--- config.mk ---
export PLATFORM = sky130hd
export DESIGN_NAME = reg_file_mp
export DESIGN_NICKNAME = d
export VERILOG_FILES = /design/src/rtl/regfile_pkg.sv /design/src/rtl/reg_file_rdport.sv /design/src/rtl/reg_file_mp.sv
export SDC_FILE = /design/constraint.sdc
export NUM_CORES = 2
export LEC_CHECK = 0
export CAP_MARGIN = 20
export CELL_PAD_IN_SITES_DETAIL_PLACEMENT = 0
export CELL_PAD_IN_SITES_GLOBAL_PLACEMENT = 1
export CORE_MARGIN = 10
export CORE_UTILIZATION = 37
export CTS_CLUSTER_DIAMETER = 150
export DETAILED_ROUTE_END_ITERATION = 8
export GPL_TIMING_DRIVEN = 0
export PLACE_DENSITY = 0.68
export REMOVE_ABC_BUFFERS = 1
export SLEW_MARGIN = 10
export SYNTH_ARGS = -nofsm -noshare
export SYNTH_HDL_FRONTEND = slang
export SYNTH_SLANG_ARGS = --single-unit
--- constraint.sdc ---
create_clock -name clock -period 101 [get_ports clock]
set_clock_uncertainty 0.2 [all_clocks]
set_input_delay 20.2 -clock clock [delete_from_list [all_inputs] [get_ports clock]]
set_output_delay 20.2 -clock clock [all_outputs]
set_load 0.01 [all_outputs]
--- src/rtl/regfile_pkg.sv ---
// Shared constants, width helper and word/index types for the multi-port register file.
package regfile_pkg;

    localparam int XLEN_DEF  = 32;
    localparam int NREGS_DEF = 32;
    localparam int NRD_DEF   = 2;

    function automatic int addr_w(input int nregs);
        return (nregs > 1) ? $clog2(nregs) : 1;
    endfunction

    localparam int AW_DEF = addr_w(NREGS_DEF);

    typedef logic [AW_DEF-1:0]   reg_idx_t;
    typedef logic [XLEN_DEF-1:0] word_t;

endpackage

--- src/rtl/reg_file_rdport.sv ---
// One registered read port: zero-register check, optional write forwarding, output flops.
// Forwarding is compiled in only when REGFILE_BYPASS_EN is defined.
module reg_file_rdport
    import regfile_pkg::*;
#(
    parameter int XLEN  = XLEN_DEF,
    parameter int NREGS = NREGS_DEF,
    localparam int AW   = addr_w(NREGS)
) (
    input  logic                  clock,
    input  logic                  reset,
    input  logic [AW-1:0]         addr,
    input  logic [NREGS*XLEN-1:0] regs_flat,
    input  logic [NREGS-1:0]      busy_q,
    input  logic [NREGS-1:0]      busy_d,
    input  logic [1:0]            wr_en,
    input  logic [2*AW-1:0]       wr_addr,
    input  logic [2*XLEN-1:0]     wr_data,
    output logic [XLEN-1:0]       rd_data,
    output logic                  rd_busy
);

    logic [XLEN-1:0] data_d;
    logic            busy_nxt;

    always_comb begin
        data_d   = '0;
        busy_nxt = 1'b0;
        if (addr != '0) begin
            data_d   = regs_flat[int'(addr)*XLEN +: XLEN];
            busy_nxt = busy_q[addr];
        end
`ifdef REGFILE_BYPASS_EN
        // wr_en arrives already qualified (nonzero address, lane-0 conflict loss removed)
        if (wr_en[1] && wr_addr[AW +: AW] == addr) begin
            data_d = wr_data[XLEN +: XLEN];
        end else if (wr_en[0] && wr_addr[0 +: AW] == addr) begin
            data_d = wr_data[0 +: XLEN];
        end
        busy_nxt = busy_d[addr];
`endif
    end

`ifndef REGFILE_BYPASS_EN
    logic unused_bypass;
    assign unused_bypass = ^{busy_d, wr_en, wr_addr, wr_data};
`endif

    always_ff @(posedge clock or posedge reset) begin
        if (reset) begin
            rd_data <= '0;
            rd_busy <= 1'b0;
        end else begin
            rd_data <= data_d;
            rd_busy <= busy_nxt;
        end
    end

endmodule

--- src/rtl/reg_file_mp.sv ---
// Multi-port register file with two prioritised write lanes and a pending-write scoreboard.
// Optional same-cycle write-to-read forwarding via REGFILE_BYPASS_EN.
module reg_file_mp
    import regfile_pkg::*;
#(
    parameter int XLEN  = XLEN_DEF,
    parameter int NREGS = NREGS_DEF,
    parameter int NRD   = NRD_DEF,
    localparam int AW   = addr_w(NREGS)
) (
    input  logic                clock,
    input  logic                reset,
    input  logic [NRD*AW-1:0]   rd_addr,
    output logic [NRD*XLEN-1:0] rd_data,
    output logic [NRD-1:0]      rd_busy,
    input  logic [1:0]          wr_en,
    input  logic [2*AW-1:0]     wr_addr,
    input  logic [2*XLEN-1:0]   wr_data,
    input  logic                sb_set,
    input  logic [AW-1:0]       sb_addr
);

    logic [XLEN-1:0]       regs_q [NREGS];
    logic [NREGS*XLEN-1:0] regs_flat;
    logic [NREGS-1:0]      busy_q, busy_d;
    logic [AW-1:0]         wa0, wa1;
    logic                  wr0_ok, wr1_ok;

    assign wa0 = wr_addr[0 +: AW];
    assign wa1 = wr_addr[AW +: AW];

    // Lane 1 wins a same-address conflict, so lane 0 is simply dropped
    assign wr1_ok = wr_en[1] && (wa1 != '0);
    assign wr0_ok = wr_en[0] && (wa0 != '0) && !(wr_en[1] && wa1 == wa0);

    always_comb begin
        busy_d = busy_q;
        if (wr0_ok) busy_d[wa0] = 1'b0;
        if (wr1_ok) busy_d[wa1] = 1'b0;
        if (sb_set && sb_addr != '0) busy_d[sb_addr] = 1'b1;
        busy_d[0] = 1'b0;
    end

    always_ff @(posedge clock or posedge reset) begin
        if (reset) begin
            busy_q <= '0;
        end else begin
            busy_q <= busy_d;
        end
    end

    always_ff @(posedge clock or posedge reset) begin
        if (reset) begin
            for (int i = 0; i < NREGS; i++) regs_q[i] <= '0;
        end else begin
            if (wr0_ok) regs_q[wa0] <= wr_data[0 +: XLEN];
            if (wr1_ok) regs_q[wa1] <= wr_data[XLEN +: XLEN];
        end
    end

    always_comb begin
        regs_flat = '0;
        for (int i = 0; i < NREGS; i++) regs_flat[i*XLEN +: XLEN] = regs_q[i];
    end

    for (genvar k = 0; k < NRD; k++) begin : g_rd
        reg_file_rdport #(
            .XLEN  (XLEN),
            .NREGS (NREGS)
        ) u_rdport (
            .clock     (clock),
            .reset     (reset),
            .addr      (rd_addr[k*AW +: AW]),
            .regs_flat (regs_flat),
            .busy_q    (busy_q),
            .busy_d    (busy_d),
            .wr_en     ({wr1_ok, wr0_ok}),
            .wr_addr   (wr_addr),
            .wr_data   (wr_data),
            .rd_data   (rd_data[k*XLEN +: XLEN]),
            .rd_busy   (rd_busy[k])
        );
    end

endmodule

# [Word-level counts from Yosys, hierarchy flattened]
# Index checks and enable logic that the tools add are counted.
[classes] muxes=25 n_shift=2 reduce_logical=16 magnitude_cmp=12 bitwise_logic=7 n_eq_ne=1
[ops] op="bitwise mux 1024 bit" n=2
[ops] op="2-to-1 mux 1024 bit" n=2
[ops] op="indexed part select 1024 x 11 -> 32 bit" n=2
[ops] op="demux 32 bit (select 5 bit)" n=2
[ops] op="2-to-1 mux 32 bit" n=7
[ops] op="AND 32 bit" n=2
[ops] op="inverter 32 bit" n=2
[ops] op="OR 32 bit" n=1
[ops] op="less-than comparator 5 x 6 -> 1 bit, second input constant" n=5
[ops] op="nonzero test 5 bit" n=5
[ops] op="demux 1 bit (select 5 bit)" n=3
[ops] op=">= comparator 5 x 1 -> 1 bit, second input constant" n=3
[ops] op=">= comparator 6 bit, second input constant" n=2
[ops] op="less-than comparator 6 x 1 -> 1 bit, second input constant" n=2
[ops] op="inverter 5 -> 6 bit" n=2
[ops] op="binary-select mux 1 bit (select 5 bit)" n=2
[ops] op="logical AND 1 bit" n=10
[ops] op="2-to-1 mux 1 bit" n=7
[ops] op="== test 5 bit" n=1
[ops] op="logical NOT 1 bit" n=1
[word_totals] word_cells=100 inputBits=94 reg_bits=1121 out_inout_bits=66

# [Logic depth before layout (Yosys ltp)]
[depth] ltp_word=11 depth_mapped=10 depth_no_buf=5

# [Cells and area by module]
# A second synthesis with hierarchy kept.
[hier_totals] cells_unflattened=6381 area_unflattened_um2=65756.8
[by_module_without_submodules] mod="reg_file_mp" area_per_inst_um2=46661.0 cells_each=4943 n_inst=1
[by_module_without_submodules] mod="reg_file_rdport" area_per_inst_um2=9547.9 cells_each=719 n_inst=2

# [Worst setup path after synthesis]
# OpenSTA, ideal clock, no wires.
[synth_timing] path_type="input to register" start="in rd_addr[1]" end="reg g_rd[0].u_rdport.rd_data[25]" required_ps=100664 cell_stages=7 t_arrival_ps=21981 setup_slack_ps=78683 cell_sequence="buf_2 > buf_2 > buf_2 > buf_2 > mux4_2 > a221oi_1 > a21oi_1"
[synth_between] elab_chain_len=2
[synth_lines] item="start, declared" line_no="reg_file_mp.sv:13" source="input logic [NRD*AW-1:0] rd_addr,"
[synth_lines] item="indexed part select 1024 x 11 -> 32 bit / nonzero test 5 bit (equally long branches)" line_no="reg_file_rdport.sv:30, reg_file_rdport.sv:29"
[synth_lines] item="2-to-1 mux 32 bit *" line_no="reg_file_rdport.sv:29" source="if (addr != '0) begin"
[synth_lines] item="via g_rd[0].u_rdport.data_d[25]" line_no="reg_file_rdport.sv:23" source="logic [XLEN-1:0] data_d;"
[synth_lines] item="end signal, assigned" line_no="reg_file_rdport.sv:54" source="rd_data <= data_d;"
[synth_lines] item="end, declared" line_no="reg_file_rdport.sv:19" source="output logic [XLEN-1:0] rd_data,"
# The timed path passes the listed nets; every way through them passes the cells marked *.

# [Final worst setup path]
[layout_timing] start="in rd_addr[5]" end="reg g_rd[1].u_rdport.rd_data[0]"
[layout_between] elab_chain_len=2
[layout_lines] item="indexed part select 1024 x 11 -> 32 bit / nonzero test 5 bit (equally long branches)" line_no="reg_file_rdport.sv:30, reg_file_rdport.sv:29"
[layout_lines] item="2-to-1 mux 32 bit *" line_no="reg_file_rdport.sv:29"
[layout_lines] item="via g_rd[1].u_rdport.data_d[0]" line_no="reg_file_rdport.sv:23"
[layout_lines] item="end signal, assigned" line_no="reg_file_rdport.sv:54"
[layout_lines] item="end, declared" line_no="reg_file_rdport.sv:19"
# Marks and branches as above.

==> impl_metrics.ini <==
[synth]
synth.largest_area_cell = dfrtp_1
ys_types = 49
ys_seq_elements = 1121
synth_most_common_cell = nand2_1
synth-seq-area-share_pct = 41.9
synth_edf_count = 0
syn_inst = 7050
synth.top_cell.area_share_pct = 41.9
ys.flop_type = dfrtp_1
ys_async_sr_fraction_pct = 100
synthTopCellsByCount = 1769 x nand2_1, 1121 x dfrtp_1, 1014 x nor2_1
synth.yosys.warnings = 0
syn_area_per_cell_sq_um = 9.50
synthTopCellsByArea = dfrtp_1 42%, mux4_2 18%, nand2_1 9.9%, a31oi_1 7.9%, nor2_1 5.7%
netlist_area_sq_um = 67000

[worst_setup_path]
critical_path_buf_inv_count = 3
crit_fanout = 61
cp_top_family = compound AO/OA/AOI/OAI gates
cp_slowest_cell = a221oi_1
required_ns = 101.32
slowest_delay_ns = 1.19
cp_cell_sequence = buf_8 -> buf_16 -> buf_16 -> mux4_2 -> a221oi_1 -> a221oi_1
crit_arrival_ns = 23.86
crit_path_end_kind = flop
path_class = in -> reg
startpoint_type = input port

[min_path]
hp-class = reg -> reg

[drt]
drt_iter0_markers = 8447
drc_errors = 0
wirelength_um = 294000
detail-route-antenna-nets = 0
dr.pass1.iters = 8
vias = 58900
viasPerCell = 6.40
wl_per_cell_um = 32.0

[timing]
fmax_mhz = 42.5
final-setup-viol-count = 0
drv_slew = 0
holdWs_ns = 0.193
relSlewSlack_pct = 3.40
rsz0062_at_grt = false
worst_pin_slew_ns = 1.45
hold_viol_final = 0
finalSetupTns_ns = 0
min_period_ns = 23.55
fin_ws_ns = 77.45
period_share_pct = 23.3

[run]
drv_cap = 0

[clocking]
clock_sinks = 1121
cts-root-buf = clkbuf_16
cts_max_level = 4
tritoncts = done
post_cts_buffers = 0
clkTransAtPathRegs_ns = 0.06
cts_resized = 0
insertion_delay_ns = 0.82
cts_buffers = 135
cts_hold_repair.buffers = 0
cts.path.max_buffers = 3

[power_and_ir_drop]
ir_worst_vdd_mv = 0.0156
intPower_mw = 1.07
leakage_nw = 32.1
powerDensity_nw_per_um2 = 20.0
combPwrFrac_pct = 24.9
p_sw_uw = 493
power_mw = 1.56
p_seq_share_pct = 42.2
p_sw_share_pct = 31.6
pwr-share-clk_pct = 32.8

[placed_design]
routabilityCongestion = 0.826
placed_cell_area_sq_um = 73200
portBuffers = 159
pre_cts_slack_ns = 76.72
dpl.hpwl_um = 187000

[floorplanning]
initial_core_util_pct = 37.2
num_rows = 156
coreArea_sq_um = 180000
die_area_sq_um = 199000
ioPinCount = 160
die_h_um = 446
die_w_um = 446

[global_routing]
grt_max_degree = 111
grt_pass1_wl_um = 422000
grt.overflow.total = 0
grt_use_total_pct = 28.9
grt_pass1_vias = 57200
antenna_found_initial = 12

[run_status]
status = completed

[finish]
nets = 6824
layout-drive-gt1-share_pct = 17.9
ff_latch_area_sq_um = 28100
areaGrowthSynthToFinish_pct = 16.2
final_area_sq_um = 77800
multi_input_area_sq_um = 35800
n_fill_cell = 16900
-- per-layer routing --
| layer | global-route usage (%) | share of wire [%] | up-vias |
|---|---|---|---|
| met1 | 36.8 | 38 | 29500 |
| met2 | 43.7 | 44 | 3972 |
| met3 | 8.30 | 11 | 975 |
| met4 | 17.3 | 7.4 | 8 |
| met5 | 0 | 0.018 | - |
| li1 | - | - | 24500 |
-- cell families (layout without fill, tap and decap cells) --
kind of cell	after synthesis	in the layout	synth area share (%)
buf+inv	844	623	5.82
xor+xnor	5	5	0.0654
compound gates	1364	1364	13.4
flops	1121	1121	41.9
other cells	0	10	0
mux	811	811	22.1
simple gates	2905	2905	16.7
-- power groups by stage --
stage / clock network (mW) / logic [mW] / registers [mW]
after floorplan: 0 / 0.253 / 0.635
after global placement: 0 / 0.403 / 0.660
after detailed placement: 0 / 0.383 / 0.662
after CTS: 0.516 / 0.383 / 0.656
after global routing: 0.535 / 0.417 / 0.673
final: 0.512 / 0.389 / 0.659
-- worst paths after layout --
check                                    start                          end  slack [ns]  depth (start not counted)
worst max-delay path                rd_addr[5]  g_rd[1].u_rdport.rd_data[0]       77.45                          6
worst min-delay path             regs_flat[28]                regs_flat[28]        0.19                          0
worst max register to register  regs_flat[736]  g_rd[1].u_rdport.rd_data[0]       97.82                          5
worst min register to register   regs_flat[28]                regs_flat[28]        0.19                          0
max in group asynchronous                reset               regs_flat[331]       78.91                          5
min in group asynchronous                reset               regs_flat[777]       19.64                          2
-- registers in the layout, indices dropped and copies added (netlist names) --
signal	cells
regs_flat	1024
g_rd.u_rdport.rd_data	64
busy_q	31
g_rd.u_rdport.rd_busy	2
-- cell usage in the layout, fill, tap and decap left out, drive strengths merged, types with 56 or more instances in the layout --
cell / count
nand2: 1769
dfrtp: 1121
nor2: 1014
a31oi: 849
mux4: 526
buf: 297
mux2i: 216
a21oi: 211
clkbuf: 185
clkdlybuf4s50: 85
a221oi: 73
mux2: 69
o21ai: 56
-- metrics by stage --
step | util (%) | cells
finish | 43.2 | 9209
global route | 43.1 | 9202
floorplan | - | 6207
global placement | 37.5 | 8736
detailed placement | 40.6 | 8955
CTS | 43.1 | 9191
-- layout make-up --
class	instances	share of cell area, %
inverters	1	0.0145
multi-input cells	5085	46.0
well taps	2370	3.81
clock inverters	53	0.868
flip-flops and latches	1121	36.0
repair buffers	386	8.35
clock buffers	183	4.92
diodes	10	0.0322
(Power assumes the default switching activity.)
